--- src/rtl/bus_demux16_reg_pkg.sv ---
// Shared widths, slot-index type and action encoding for the registered 1-to-16 bus demux.
package bus_demux16_reg_pkg;

  localparam int unsigned SEL_W     = 4;
  localparam int unsigned NUM_SLOTS = 16;
  localparam int unsigned CNT_W     = 5;

  typedef logic [SEL_W-1:0] slot_idx_t;

  // One action per edge, resolved by priority clr > bcast > wr_en > idle.
  typedef enum logic [1:0] {
    ACT_IDLE  = 2'd0,
    ACT_CLR   = 2'd1,
    ACT_BCAST = 2'd2,
    ACT_WR    = 2'd3
  } action_e;

  // Auto-increment pointer step; natural 4-bit wrap from 15 to 0.
  function automatic slot_idx_t ptr_inc(input slot_idx_t p);
    return p + SEL_W'(1);
  endfunction

endpackage

--- src/rtl/bus_demux16_reg_decoder4to16.sv ---
// Combinational 4-bit slot index to 16-bit one-hot write enable.
module decoder4to16
  import bus_demux16_reg_pkg::*;
(
  input  logic                 en,
  input  slot_idx_t            idx,
  output logic [NUM_SLOTS-1:0] onehot_c
);

  always_comb begin
    onehot_c = '0;
    if (en) begin
      onehot_c[idx] = 1'b1;
    end
  end

endmodule

--- src/rtl/bus_demux16_reg.sv ---
// Registered 1-to-16 bus demultiplexer: steers d_in into one of 16 held slots by
// explicit select or auto-incrementing pointer, with valid flags, fill count and write ack.
module bus_demux16_reg
  import bus_demux16_reg_pkg::*;
#(
  parameter int unsigned DataSize = 2
) (
  input  logic                          clk,
  input  logic                          rst_n,
  input  logic [DataSize-1:0]           d_in,
  input  logic [SEL_W-1:0]              sel,
  input  logic                          wr_en,
  input  logic                          auto_inc,
  input  logic                          bcast,
  input  logic                          clr,
  output logic [NUM_SLOTS*DataSize-1:0] q,
  output logic [NUM_SLOTS-1:0]          slot_valid,
  output logic [SEL_W-1:0]              ptr,
  output logic [CNT_W-1:0]              fill_cnt,
  output logic                          full,
  output logic                          wr_ack,
  output logic [SEL_W-1:0]              ack_idx
);

  logic [NUM_SLOTS-1:0][DataSize-1:0] slot_r;
  logic [NUM_SLOTS-1:0][DataSize-1:0] slot_nxt;
  logic [NUM_SLOTS-1:0]               valid_nxt;
  logic [SEL_W-1:0]                   ptr_nxt;
  logic [CNT_W-1:0]                   cnt_nxt;
  logic                               full_nxt;
  logic                               ack_nxt;
  logic [SEL_W-1:0]                   ack_idx_nxt;

  action_e                            act_c;
  slot_idx_t                          tgt_c;
  logic [NUM_SLOTS-1:0]               dec_c;
  logic [NUM_SLOTS-1:0]               load_en_c;

  assign q = slot_r;

  // Resolve the single action taken at this edge.
  always_comb begin
    act_c = ACT_IDLE;
    if (clr) begin
      act_c = ACT_CLR;
    end else if (bcast) begin
      act_c = ACT_BCAST;
    end else if (wr_en) begin
      act_c = ACT_WR;
    end
  end

  assign tgt_c = auto_inc ? slot_idx_t'(ptr) : slot_idx_t'(sel);

  decoder4to16 u_dec (
    .en       (act_c == ACT_WR),
    .idx      (tgt_c),
    .onehot_c (dec_c)
  );

  assign load_en_c = dec_c | {NUM_SLOTS{act_c == ACT_BCAST}};

  // Next-state for slots, flags, pointer, count and acknowledge.
  always_comb begin
    slot_nxt    = slot_r;
    valid_nxt   = slot_valid;
    ptr_nxt     = ptr;
    cnt_nxt     = fill_cnt;
    ack_nxt     = 1'b0;
    ack_idx_nxt = ack_idx;

    for (int unsigned k = 0; k < NUM_SLOTS; k++) begin
      if (load_en_c[k]) begin
        slot_nxt[k] = d_in;
      end
    end

    case (act_c)
      ACT_CLR: begin
        slot_nxt  = '0;
        valid_nxt = '0;
        ptr_nxt   = '0;
        cnt_nxt   = '0;
      end
      ACT_BCAST: begin
        valid_nxt   = '1;
        cnt_nxt     = CNT_W'(NUM_SLOTS);
        ack_nxt     = 1'b1;
        ack_idx_nxt = '0;
      end
      ACT_WR: begin
        valid_nxt = slot_valid | dec_c;
        // Count only invalid-to-valid transitions, so it tops out at 16.
        if (!slot_valid[tgt_c]) begin
          cnt_nxt = fill_cnt + CNT_W'(1);
        end
        if (auto_inc) begin
          ptr_nxt = ptr_inc(ptr);
        end
        ack_nxt     = 1'b1;
        ack_idx_nxt = tgt_c;
      end
      default: begin
      end
    endcase

    full_nxt = (cnt_nxt == CNT_W'(NUM_SLOTS));
  end

  // State register; full is registered alongside the count it reflects.
  always_ff @(posedge clk or negedge rst_n) begin
    if (!rst_n) begin
      slot_r     <= '0;
      slot_valid <= '0;
      ptr        <= '0;
      fill_cnt   <= '0;
      full       <= 1'b0;
      wr_ack     <= 1'b0;
      ack_idx    <= '0;
    end else begin
      slot_r     <= slot_nxt;
      slot_valid <= valid_nxt;
      ptr        <= ptr_nxt;
      fill_cnt   <= cnt_nxt;
      full       <= full_nxt;
      wr_ack     <= ack_nxt;
      ack_idx    <= ack_idx_nxt;
    end
  end

endmodule

--- config.mk ---
export PLATFORM = sky130hd
export DESIGN_NAME = bus_demux16_reg
export DESIGN_NICKNAME = d
export VERILOG_FILES = /design/src/rtl/bus_demux16_reg_pkg.sv /design/src/rtl/bus_demux16_reg_decoder4to16.sv /design/src/rtl/bus_demux16_reg.sv
export SDC_FILE = /design/constraint.sdc
export NUM_CORES = 1
export LEC_CHECK = 0
export CELL_PAD_IN_SITES_DETAIL_PLACEMENT = 1
export CELL_PAD_IN_SITES_GLOBAL_PLACEMENT = 2
export CORE_MARGIN = 2
export CORE_UTILIZATION = 28
export CTS_CLUSTER_DIAMETER = 150
export DETAILED_ROUTE_END_ITERATION = 12
export PLACE_DENSITY = 0.77
export SETUP_SLACK_MARGIN = 0.3
export SLEW_MARGIN = 25
export SYNTH_ARGS = -nofsm -noshare
export SYNTH_HDL_FRONTEND = slang
export SYNTH_SLANG_ARGS = --single-unit
--- constraint.sdc ---
create_clock -name clk -period 2.3 [get_ports clk]
set_clock_uncertainty 0.05 [all_clocks]
set_input_delay 0.46 -clock clk [delete_from_list [all_inputs] [get_ports clk]]
set_output_delay 0.46 -clock clk [all_outputs]
set_load 0.01 [all_outputs]
-- Word level (Yosys, flattened, before mapping)
Cells that the tools add are included.
- input port bits: 12
- bits in registers: 63
- reduce and logical (&&, ||, !) cells: 22
- bitwise operators: 2
- $lt $le $gt $ge: 2
- add/sub/neg operators: 2
- eq/ne operators: 5
- mux-type cells: 33
- operators with widths (cell ; number):
    16-bit case mux with 3 select lines ; 1
    2-bit two-way mux ; 19
    2-bit nonzero test ; 18
    32-bit two-way mux ; 1
    16-bit bitwise OR ; 2
    16-bit two-way mux ; 1
    4-bit case mux with 2 select lines ; 2
    5-bit case mux with 3 select lines ; 1
    4-bit two-way mux ; 2
    5-bit by 1-bit adder with 5-bit output, second input constant ; 1
    5-bit == test, second input constant ; 1
    4-bit by 5-bit less-than comparator with 1-bit output, second input constant ; 1
    5-bit two-way mux ; 1
    4-bit by 1-bit adder with 4-bit output, second input constant ; 1
    1-bit binary-select mux with 4-bit select ; 1
    1-bit demux with 4-bit select ; 1
    2-bit == test, second input constant ; 2
    4-bit by 1-bit greater-or-equal comparator with 1-bit output, second input constant ; 1
    1-bit two-way mux ; 3
    3-bit nonzero test ; 1
    2-bit by 1-bit == test with 1-bit output, second input constant ; 1
    2-bit != test, second input constant ; 1
    2-bit AND reduction ; 1
    2-bit OR reduction ; 1
    1-bit logical AND ; 1

-- Longest topological paths before layout
Gate-level depths: netlist (run 1).
- depth in word-level cells: 9
- depth in mapped cells: 8

-- Modules after synthesis
A second synthesis (run 1) with hierarchy kept.
- cell total of the unflattened synthesis: 276
- area total of the unflattened synthesis: 2805.2 sq um
- by module, submodules not included (module ; cells an instance ; instances ; seq. area each (sq um) ; area each (sq um)):
    bus_demux16_reg ; 253 ; 1 ; 1576.5 ; 2687.6
    decoder4to16 ; 23 ; 1 ; 0.0 ; 117.6

-- Least setup slack after synthesis (run 1)
Ideal clock, no wire load.
- path type: register -> register
- from: register ptr[0]
- to: register full
- period minus slack after synthesis: 2.525 ns
- cell stages (with the launch flop): 9
- data required time: 2.155 ns
- buffers on the path: 1
- setup slack: -0.225 ns
- data arrival time: 2.380 ns
- library setup time: 0.095 ns
- cells stage by stage: dfrtp_1 > clkbuf_1 > mux2i_4 > mux2_4 > and3_4 > a311oi_4 > a31oi_1 > a41o_1 > nor4b_2
- word-level cells in the longest chain between the ends: 6
- RTL lines (what ; RTL line ; RTL):
    from (decl) ; bus_demux16_reg.sv:18 ; output logic [SEL_W-1:0] ptr,
    from (signal assigned) ; bus_demux16_reg.sv:123 ; ptr <= ptr_nxt;
    4-bit two-way mux ; bus_demux16_reg.sv:53 ; assign tgt_c = auto_inc ? slot_idx_t'(ptr) : slot_idx_t'(sel);
    1-bit binary-select mux with 4-bit select ; bus_demux16_reg.sv:94 ; if (!slot_valid[tgt_c]) begin
    1-bit two-way mux (implied by the code) ; bus_demux16_reg.sv:94 ;
    5-bit two-way mux ; bus_demux16_reg.sv:94 ;
    5-bit case mux with 3 select lines ; bus_demux16_reg.sv:78 ; case (act_c)
    net cnt_nxt[3] ; bus_demux16_reg.sv:29 ; logic [CNT_W-1:0] cnt_nxt;
    5-bit == test ; bus_demux16_reg.sv:107 ; full_nxt = (cnt_nxt == CNT_W'(NUM_SLOTS));
    net full_nxt ; bus_demux16_reg.sv:30 ; logic full_nxt;
    to (signal assigned) ; bus_demux16_reg.sv:125 ; full <= full_nxt;
    to (decl) ; bus_demux16_reg.sv:20 ; output logic full,
The timed path passes the listed nets, and every way through them passes these cells. The select of a mux whose other input is x is not followed.
A chain may end at the register's enable or synchronous reset.

-- Final worst setup path (run 1)
Ends and elaborated chain as after synthesis.

==> results of run 1 <==
## worst max-delay path by stage
| stage | slack, ns | endpoint | startpoint | depth (start not counted) |
|---|---|---|---|---|
| finish | -0.08 | full | ptr[0] | 9 |
| global route | -0.15 | full | ptr[0] | 9 |
| CTS | -0.01 | full | ptr[0] | 7 |
| detailed placement | -0.68 | full | auto_inc | 8 |
| global placement | -0.58 | full | auto_inc | 8 |
| floorplan | -0.07 | full | ptr[0] | 8 |
## routing by layer
metal	vias to the layer above	wire length, um
met5	-	0
met4	0	169
met3	14	378
met2	67	4870
met1	1370	4550
li1	1241	-
## per-stage QoR
step	total power, W	worst slack, ns	instances	utilization
after floorplan	0.00150	-0.0706	271	-
after global placement	0.00182	-0.583	514	0.396
after CTS	0.00296	-0.0101	533	0.426
after detailed placement	0.00184	-0.683	514	0.397
after global routing	0.00309	-0.154	535	0.436
final	0.00295	-0.0768	535	0.436
## area by class of cell
class	instances	area share
Sequential cell	63	0.336
Multi-Input combinational cell	186	0.328
Timing Repair Buffer	126	0.247
Tap cell	140	0.0372
Clock buffer	11	0.0322
Clock inverter	5	0.0168
Inverter	4	0.00319
## kinds of logic (layout without fill, tap and decap cells)
logic type / count (synthesis) / count (layout) / synth area share
adder cells (fa/ha/maj): 2 / 2 / 0.00815
AND/OR/NAND/NOR: 70 / 70 / 0.106
buffers and inverters: 22 / 146 / 0.0322
flip-flops: 63 / 63 / 0.513
multiplexers: 47 / 47 / 0.172
AO/OA/AOI/OAI: 61 / 61 / 0.151
XOR/XNOR: 6 / 6 / 0.0171
## repair_timing
item / 4_1_cts / 5_1_grt
setup buffers: 3 / 2
endpoints found under the setup margin: 47 / 27
hold buffers: 0 / 0
gates cloned: 0 / 0
gates resized for setup: 22 / 24
pin swaps: 2 / 8
## state kept, by name, summed over array words and instances, names as in the netlist
signal,flops
q,32
slot_valid,16
ptr,4
full,1
fill_cnt,5
ack_idx,4
wr_ack,1
## cells in the mapped netlist, types with 2 or more instances
cell / instances
sky130_fd_sc_hd__dfrtp_1: 63
sky130_fd_sc_hd__mux2_2: 33
sky130_fd_sc_hd__nor2_1: 32
sky130_fd_sc_hd__a311oi_1: 16
sky130_fd_sc_hd__nand2_1: 15
sky130_fd_sc_hd__o21ai_0: 15
sky130_fd_sc_hd__clkbuf_1: 12
sky130_fd_sc_hd__mux2i_1: 12
sky130_fd_sc_hd__a31oi_1: 7
sky130_fd_sc_hd__nand3_1: 5
sky130_fd_sc_hd__inv_1: 4
sky130_fd_sc_hd__nor2b_1: 4
sky130_fd_sc_hd__xor2_1: 4
sky130_fd_sc_hd__a21oi_1: 3
sky130_fd_sc_hd__nor3_1: 3
sky130_fd_sc_hd__o32ai_1: 3
sky130_fd_sc_hd__a32o_1: 2
sky130_fd_sc_hd__and3_1: 2
sky130_fd_sc_hd__buf_1: 2
sky130_fd_sc_hd__ha_1: 2
sky130_fd_sc_hd__nand2b_1: 2
sky130_fd_sc_hd__nand4_1: 2
sky130_fd_sc_hd__o22ai_1: 2
sky130_fd_sc_hd__xnor2_1: 2
## power by group through the flow
stage / Sequential (W) / Combinational, W / Clock (W)
after floorplan: 0.00128 / 0.000214 / 0
after global placement: 0.00126 / 0.000557 / 0
after detailed placement: 0.00126 / 0.000573 / 0
after CTS: 0.00124 / 0.000587 / 0.00113
after global routing: 0.00125 / 0.000652 / 0.00119
final: 0.00124 / 0.000604 / 0.00110
==> out/qor.csv, run 1 <==
stage,metric,value,unit
timing,hold-worst-slack,0.0384,ns
worst_setup_path,type_of_the_worst_setup_path,reg -> reg,
clocking,clock_path_buffers,2,
pwr,clock_power_share,0.373,
worst_setup_path,timing.critical_path.arrival,2.55,ns
yosys,synth-warning-count,0,
timing,finalSetupViolations,2,
yosys,synth-seq-cells,63,
worst_setup_path,critPathMaxFanout,5,
yosys,synth-main-ff-cell,sky130_fd_sc_hd__dfrtp_1,
timing,layout_min_cycle_time,2.38,ns
pwr,power_switching,0.000775,W
yosys,syn_inst_count,271,
floorplanning,placementRows,38,
clocking,htree_num_levels,3,
hold_path,min-delay-path-class,in -> async,
finish,final_layout_size_suffix_gt1_frac,0.332,
floorplanning,die_area,0.0118,sq mm
worst_setup_path,critPathCaptureType,register,
route,wl,9970,um
yosys,synthesis.nets,285,
yosys,synth-async-reset-ratio,1.00,
route,detailedRoute.firstIterationViolations,128,
yosys,synth_area_leaders,"sky130_fd_sc_hd__dfrtp_1 (51%), sky130_fd_sc_hd__mux2_2 (12%), sky130_fd_sc_hd__a311oi_1 (4.6%), sky130_fd_sc_hd__mux2i_1 (3.9%), sky130_fd_sc_hd__nor2_1 (3.9%)",
yosys,post_synthesis_average_cell_area,11.3,sq um
yosys,yosysTopAreaCell,sky130_fd_sc_hd__dfrtp_1,
route,detail_route.first_pass.iterations,4,
global_routing,grt_util_met3,0.0365,
finish,layout.filler_cells,1179,
clocking,cts.clk_slew.worst_paths,0.07,ns
floorplanning,floorplan.initialDensity,0.285,
finish,num_antenna_cells,0,
clocking,ctsRootBufferMaster,sky130_fd_sc_hd__clkbuf_8,
timing,worst_slew_margin_rel,0.559,
global_routing,grt-busiest-layer,met2,
global_routing,initial_antenna_violation_count,0,
clocking,numCtsBuffers,9,
pwr,power.ir.vdd_worst,0.302,mV
timing,fin_crit_sh,1.03,
worst_setup_path,length_in_cells_of_the_worst_reg_to_reg_path,9,
route,drcViolationCount,0,
pwr,intPower,0.00217,W
worst_setup_path,path_buf_inv,2,
worst_setup_path,worst_ep_required,2.47,ns
pwr,comb_power_share,0.205,
route,avgRoutedWirePerCell,18.6,um
clocking,tritoncts,yes,
route,routed_via_density,5.03,
timing,slew_viol_final,0,
floorplanning,fp.dieH,109,um
placed_design,placed_cell_area,0.00428,sq mm
worst_setup_path,rrSetupSlack,-0.08,ns
worst_setup_path,critical-path-max-stage-delay,0.41,ns
placed_design,count_of_input_and_output_buffers,74,
finish,synthToLayoutAreaGrowth,53.2,%
yosys,netlist.area_leader.share,0.513,
route,routed-via-count,2692,
worst_setup_path,timing.critical_path.max_delay_family,compound AO/OA/AOI/OAI gates,
timing,achievable-frequency,0.421,GHz
placed_design,finalWeightedCongestion,0.803,
floorplanning,die_x,109,um
timing,final.setup.tns,-0.0952,ns
global_routing,total_routing_usage_reported_by_global_routing,0.175,
finish,layout_commonest_cell,sky130_fd_sc_hd__clkdlybuf4s50_1,
pwr,leakagePower,2.07,nW
timing,layout_setup_ws,-0.0768,ns
global_routing,grt_pass1_vias,2806,
pwr,power.sequential.fraction,0.422,
finish,ff_latch_area,0.00158,sq mm
finish,multi_input_comb_area,0.00154,sq mm
global_routing,grt_start_max_net_pins,46,
route,antenna_violating_nets_post_route,0,
run_status,result_of_the_run,finished with violations,
flow_run,max_cap_violations,0,
yosys,syn_area,0.00307,sq mm
placed_design,dp.final_hpwl,7240,um
worst_setup_path,worstReg2RegStart,ptr[0],
run_status,failed_checks,negative setup slack,
global_routing,overflow,0,
pwr,cellPowerDensity,626,mW/mm^2
timing,tightest_slew,0.658,ns
worst_setup_path,crit_path_cell_trace,"mux2i_4, buf_6, mux2i_2, o31ai_2, a311oi_4, buf_4, a31o_1, a31oi_2, nor4b_2",
timing,hold_viol_final,0,
floorplanning,design.core.area,0.0108,sq mm
timing,grt_setup_unrepaired,yes,
clocking,clk_latency,0.34,ns
pwr,netSwitchingFraction,0.263,
worst_setup_path,worstSetupStartpointType,register,
floorplanning,top_level_ports,75,
global_routing,global_route.usage.met1,0.230,
yosys,ys_types,48,
worst_setup_path,cell_with_the_largest_stage_delay_on_the_worst_path,sky130_fd_sc_hd__dfrtp_1,
clocking,clock_sink_count,63,
global_routing,met2_usage,0.288,
yosys,yosysSeqAreaShare,0.513,
finish,finish.instance_area,0.00471,sq mm
finish,layout.nets,404,
yosys,synth_edf_count,0,
global_routing,grt_pass1_wl,15500,um
worst_setup_path,critical_path.reg2reg.endpoint,full,
finish,layout_common_cells,"sky130_fd_sc_hd__clkdlybuf4s50_1 (65), sky130_fd_sc_hd__dfrtp_1 (61), sky130_fd_sc_hd__buf_4 (45)",
(Power assumes the default switching activity.)
==> run 2: changes to the inputs <==
- CORE_ASPECT_RATIO: default -> 0.8
- CTS_CLUSTER_SIZE: default -> 24
==> run 2 against run 1 <==
The flow now finishes without violations. Critical path depth is 1 lower. Register-to-register slack better by 0.10 ns. Setup slack better by 0.10 ns. Non-clock buffer count is 3 higher. Flip-flop and latch count stayed put. Routed wire length is 3.3% higher. Critical path type unchanged. Largest cell class unchanged.
==> out/qor.csv, run 2 (synthesis results as in run 1) <==
stage,metric,value,unit,change
run_status,result_of_the_run,"finished, final reports clean",,
clocking,tritoncts,yes,,
route,antenna_violating_nets_post_route,0,,unchanged
finish,flip_flop_count_of_the_largest_register_after_layout,32,,unchanged
route,routed-via-count,2715,,+0.85%
finish,layout_common_cells,"sky130_fd_sc_hd__clkdlybuf4s50_1 (67), sky130_fd_sc_hd__dfrtp_1 (61), sky130_fd_sc_hd__buf_4 (46)",,
timing,layout_min_cycle_time,2.27,ns,-0.102 ns
floorplanning,placementRows,34,,-11%
route,routed_via_density,5.01,,-0.45%
timing,fin_crit_sh,0.989,,-0.0445
finish,layout_commonest_cell,sky130_fd_sc_hd__clkdlybuf4s50_1,,
global_routing,total_routing_usage_reported_by_global_routing,0.181,,+0.00617
finish,num_antenna_cells,0,,unchanged
finish,layout.nets,407,,+0.74%
global_routing,grt_pass1_wl,16300,um,+5.5%
clocking,htree_num_levels,3,,unchanged
placed_design,finalWeightedCongestion,0.842,,+4.8%
route,detailedRoute.firstIterationViolations,157,,+23%
floorplanning,die_area,0.0118,sq mm,about the same
global_routing,initial_antenna_violation_count,0,,unchanged
timing,slew_viol_final,0,,unchanged
floorplanning,design.core.area,0.0108,sq mm,-0.28%
pwr,leakagePower,2.07,nW,-0.18%
timing,hold-worst-slack,0.456,ns,+0.417 ns
finish,final_util,0.444,,+0.00761
route,drcViolationCount,0,,unchanged
route,detail_route.first_pass.iterations,4,,unchanged
worst_setup_path,worstSetupStartpointType,register,,
finish,multi_input_comb_area,0.00154,sq mm,-0.49%
floorplanning,top_level_ports,75,,unchanged
route,wl,10300,um,+3.3%
global_routing,grt_pass1_vias,2935,,+4.6%
pwr,cellPowerDensity,652,mW/mm^2,+4.2%
floorplanning,fp.dieH,97.7,um,-10%
finish,synthToLayoutAreaGrowth,55.4,%,
timing,grt_setup_unrepaired,yes,,
worst_setup_path,rrSetupSlack,0.03,ns,+0.10 ns
clocking,clock_path_buffers,2,,unchanged
finish,final_cell_count_no_fill,542,,+1.3%
clocking,numCtsBuffers,9,,unchanged
clocking,cts.clk_slew.worst_paths,0.05,ns,-0.02 ns
timing,finalSetupViolations,0,,-2
route,avgRoutedWirePerCell,19.0,um,+2.0%
timing,achievable-frequency,0.440,GHz,+4.5%
timing,hold_viol_final,0,,unchanged
placed_design,placedCellCount,519,,+0.97%
global_routing,grt_start_max_net_pins,34,,-26%
global_routing,overflow,0,,unchanged
finish,layout.filler_cells,1183,,+0.34%
finish,ff_latch_area,0.00158,sq mm,unchanged
floorplanning,floorplan.initialDensity,0.285,,+0.000794
clocking,clk_latency,0.33,ns,about the same
hold_path,min-delay-path-class,reg -> reg,,
floorplanning,die_x,121,um,+11%
placed_design,count_of_input_and_output_buffers,74,,unchanged
pwr,power.ir.vdd_worst,0.297,mV,-1.7%
worst_setup_path,type_of_the_worst_setup_path,reg -> reg,,
flow_run,max_cap_violations,0,,unchanged
worst_setup_path,timing.critical_path.arrival,2.46,ns,-0.09 ns
placed_design,dp.final_hpwl,7300,um,+0.77%
timing,worst_slew_margin_rel,0.520,,-0.0397
worst_setup_path,critPathMaxFanout,7,,+2
finish,final_layout_size_suffix_gt1_frac,0.349,,+0.0176
timing,final.setup.tns,0,ns,+0.0952 ns
clocking,clock_sink_count,63,,unchanged
clocking,ctsRootBufferMaster,sky130_fd_sc_hd__clkbuf_16,,
timing,tightest_slew,0.717,ns,+0.0592 ns
worst_setup_path,worst_ep_required,2.49,ns,+0.02 ns
worst_setup_path,critPathCaptureType,register,,
## run 2: where the power goes
group / internal (W) / switching, W / total, W
registers: 0.00118 / 0.0000635 / 0.00125
logic: 0.000328 / 0.000285 / 0.000613
clock network: 0.000756 / 0.000497 / 0.00125
## run 2: area by class of cell
type / instances / share of cell area
Timing Repair Buffer: 129 / 0.249
Tap cell: 144 / 0.0377
Inverter: 4 / 0.00314
Sequential cell: 63 / 0.331
Clock buffer: 11 / 0.0508
Multi-Input combinational cell: 186 / 0.322
Clock inverter: 5 / 0.00708
## run 2: final timing paths
path / start / end / cells past startpoint
max in group asynchronous: rst_n / slot_valid[3] / 3
max reg2reg: ptr[0] / full / 8
min in group asynchronous: rst_n / ptr[1] / 2
min: q[16] / q[16] / 1
min reg2reg: q[16] / q[16] / 1
max: ptr[0] / full / 8
## run 2: layer usage
metal,part of all wire,GRT usage
met1,0.47,0.253
met2,0.47,0.279
met3,0.047,0.0405
met4,0.012,0.0546
met5,0,0
## run 2: repair_timing
| item | in CTS | in global routing |
|---|---|---|
| gates resized for setup | 32 | 19 |
| setup buffers | 5 | 1 |
| setup endpoints to repair | 50 | 39 |
| hold buffers | 1 | 0 |
| endpoints found under the hold margin | 7 | 0 |
| pin swaps | 7 | 7 |
## run 2: worst max-delay path: stages (launching register included)
cell,delay [ns]
sky130_fd_sc_hd__dfrtp_1,0.40
sky130_fd_sc_hd__mux2i_4,0.22
sky130_fd_sc_hd__buf_4,0.16
sky130_fd_sc_hd__mux2_2,0.35
sky130_fd_sc_hd__a311oi_4,0.30
sky130_fd_sc_hd__buf_6,0.16
sky130_fd_sc_hd__nand4_1,0.12
sky130_fd_sc_hd__a31oi_2,0.21
sky130_fd_sc_hd__nor4b_2,0.20
## run 2: through the flow
| step | total power [W] | worst slack [ns] | instance area [sq um] |
|---|---|---|---|
| after global routing | 0.00324 | -0.0565 | 4770 |
| after CTS | 0.00312 | 0.0715 | 4700 |
| after floorplan | 0.00150 | -0.0706 | 3100 |
| after detailed placement | 0.00184 | -0.708 | 4290 |
| after global placement | 0.00182 | -0.600 | 4290 |
| final | 0.00311 | 0.0255 | 4770 |
==> run 3: changes to the inputs <==
- SLEW_MARGIN: 25 -> default
==> run 3 against run 2 <==
Core utilization down 0.21 points. Cell count unchanged. Sequential power about the same. Critical path depth unchanged. Flip-flop and latch count unchanged. Clock-buffer cell count unchanged. Hold slack better by 0.0017 ns. Highest routed layer unchanged.
==> out/qor.csv, run 3 (synthesis results as in run 1) <==
stage,metric,value,unit,change
global_routing,grt_start_max_net_pins,34,,unchanged
flow_run,max_cap_violations,0,,unchanged
placed_design,finalWeightedCongestion,0.842,,unchanged
run_status,result_of_the_run,"finished, final reports clean",,
floorplanning,placementRows,34,,unchanged
global_routing,total_routing_usage_reported_by_global_routing,0.175,,-0.00572
timing,hold_viol_final,0,,unchanged
worst_setup_path,timing.critical_path.from,ptr[0],,
worst_setup_path,crit_path_cell_trace,"mux2i_4, buf_6, mux2i_2, o31ai_2, a311oi_4, a31oi_1, a41o_1, nor4b_2",,
worst_setup_path,critical_path.reg2reg.endpoint,full,,
worst_setup_path,rrSetupSlack,0.03,ns,about the same
floorplanning,top_level_ports,75,,unchanged
timing,achievable-frequency,0.441,GHz,+0.35%
route,drcViolationCount,0,,unchanged
route,routed-via-count,2700,,-0.55%
floorplanning,floorplan.initialDensity,0.285,,unchanged
clocking,clk_latency,0.33,ns,about the same
worst_setup_path,cell_with_the_largest_stage_delay_on_the_worst_path,sky130_fd_sc_hd__a311oi_4,,
finish,layout_common_cells,"sky130_fd_sc_hd__clkdlybuf4s50_1 (67), sky130_fd_sc_hd__dfrtp_1 (63), sky130_fd_sc_hd__buf_4 (50)",,
pwr,cellPowerDensity,647,mW/mm^2,-0.73%
finish,final_cell_count_no_fill,542,,unchanged
worst_setup_path,worstSetupStartpointType,register,,
clocking,cts.clk_slew.worst_paths,0.05,ns,about the same
placed_design,dp.final_hpwl,7310,um,+0.15%
worst_setup_path,type_of_the_worst_setup_path,reg -> reg,,
timing,layout_min_cycle_time,2.27,ns,-0.00784 ns
timing,grt_setup_unrepaired,yes,,
finish,synthToLayoutAreaGrowth,54.7,%,
timing,finalSetupViolations,0,,unchanged
pwr,leakagePower,2.08,nW,+0.34%
timing,hold-worst-slack,0.457,ns,+0.00171 ns
route,routed_via_density,4.98,,-0.55%
finish,num_antenna_cells,0,,unchanged
floorplanning,design.core.area,0.0108,sq mm,unchanged
finish,layout.nets,407,,unchanged
clocking,tritoncts,yes,,
placed_design,count_of_input_and_output_buffers,74,,unchanged
worst_setup_path,critical-path-max-stage-delay,0.41,ns,about the same
clocking,htree_num_levels,3,,unchanged
timing,worst_slew_margin_rel,0.729,,+0.209
global_routing,initial_antenna_violation_count,0,,unchanged
pwr,power.ir.vdd_worst,0.299,mV,+0.81%
timing,slew_viol_final,0,,unchanged
worst_setup_path,worst_ep_required,2.48,ns,about the same
worst_setup_path,timing.critical_path.arrival,2.45,ns,about the same
route,avgRoutedWirePerCell,18.5,um,-2.8%
timing,final.setup.tns,0,ns,unchanged
floorplanning,die_x,121,um,unchanged
worst_setup_path,cp-endpoint,full,,
placed_design,placedCellCount,519,,unchanged
timing,tightest_slew,0.406,ns,-0.311 ns
worst_setup_path,critPathMaxFanout,7,,unchanged
route,detailedRoute.firstIterationViolations,148,,-5.7%
route,antenna_violating_nets_post_route,0,,unchanged
finish,layout_commonest_cell,sky130_fd_sc_hd__clkdlybuf4s50_1,,
worst_setup_path,worstReg2RegStart,ptr[0],,
finish,final_layout_size_suffix_gt1_frac,0.329,,-0.0201
worst_setup_path,length_in_cells_of_the_worst_reg_to_reg_path,8,,unchanged
floorplanning,die_area,0.0118,sq mm,unchanged
route,wl,10000,um,-2.8%
timing,fin_crit_sh,0.985,,-0.00341
clocking,numCtsBuffers,9,,unchanged
clocking,ctsRootBufferMaster,sky130_fd_sc_hd__clkbuf_16,,
finish,flip_flop_count_of_the_largest_register_after_layout,32,,unchanged
hold_path,min-delay-path-class,reg -> reg,,
worst_setup_path,critPathCaptureType,register,,
global_routing,grt_pass1_wl,15900,um,-2.7%
clocking,clock_sink_count,63,,unchanged
global_routing,grt_pass1_vias,2876,,-2.0%
finish,final_util,0.442,,-0.00209
route,detail_route.first_pass.iterations,4,,unchanged
global_routing,overflow,0,,unchanged
clocking,clock_path_buffers,2,,unchanged
floorplanning,fp.dieH,97.7,um,unchanged
## run 3: cell types whose count changed in the layout (fill, tap and decap cells not counted), sizes merged
cell | before | now
clkinv | 3 | 4
clkinvlp | 2 | 1
## run 3: critical path, delay by kind of cell (launching register included)
family / cells / cell delay [ns]
mux: 2 / 0.48
simple gates: 1 / 0.20
flops: 1 / 0.40
buf+inv: 1 / 0.15
compound gates: 4 / 0.90
## run 3: layer usage
metal,vias to the layer above,routed length (um),track usage,part of all wire
met5,-,0,0,0
met4,0,122,0.0519,0.012
met3,9,382,0.0346,0.038
met2,63,4630,0.265,0.46
met1,1378,4870,0.253,0.49
li1,1250,-,-,-
## run 3: area by class of cell
| type | count | area, sq um |
|---|---|---|
| Fill cell | 1165 | 6010 |
| Sequential cell | 63 | 1580 |
| Clock buffer | 11 | 233 |
| Clock inverter | 5 | 35.0 |
| Timing Repair Buffer | 129 | 1170 |
| Multi-Input combinational cell | 186 | 1540 |
| Inverter | 4 | 15.0 |
| Tap cell | 144 | 180 |
## run 3: worst min-delay path by stage
| stage | startpoint | to | slack, ns | cells past startpoint |
|---|---|---|---|---|
| after floorplan | rst_n | ack_idx[0] | 0.11 | 0 |
| after global placement | rst_n | ptr[2] | 0.29 | 1 |
| after detailed placement | rst_n | ptr[0] | 0.29 | 1 |
| after CTS | q[8] | q[8] | 0.46 | 1 |
| after global routing | q[30] | q[30] | 0.48 | 1 |
| final | q[0] | q[0] | 0.46 | 1 |
## run 3: power by group
part / internal, W / leakage [nW] / switching, W / total, W
clock: 0.000729 / 0.129 / 0.000498 / 0.00123
sequential: 0.00118 / 0.814 / 0.0000643 / 0.00125
combinational: 0.000321 / 1.13 / 0.000280 / 0.000601
## run 3: metrics by stage
step | total power, W | worst slack (ns) | instance area (sq um)
detailed placement | 0.00183 | -0.690 | 4290
global route | 0.00320 | -0.0808 | 4750
CTS | 0.00309 | -0.00578 | 4640
global placement | 0.00182 | -0.600 | 4290
floorplan | 0.00150 | -0.0706 | 3100
finish | 0.00308 | 0.0334 | 4750
## run 3: what timing repair did
action	4_1_cts	5_1_grt
gates resized for setup	24	21
hold endpoints to repair	7	0
buffers inserted	3	3
endpoints found under the setup margin	51	29
pin swaps	3	8
hold buffers	1	0
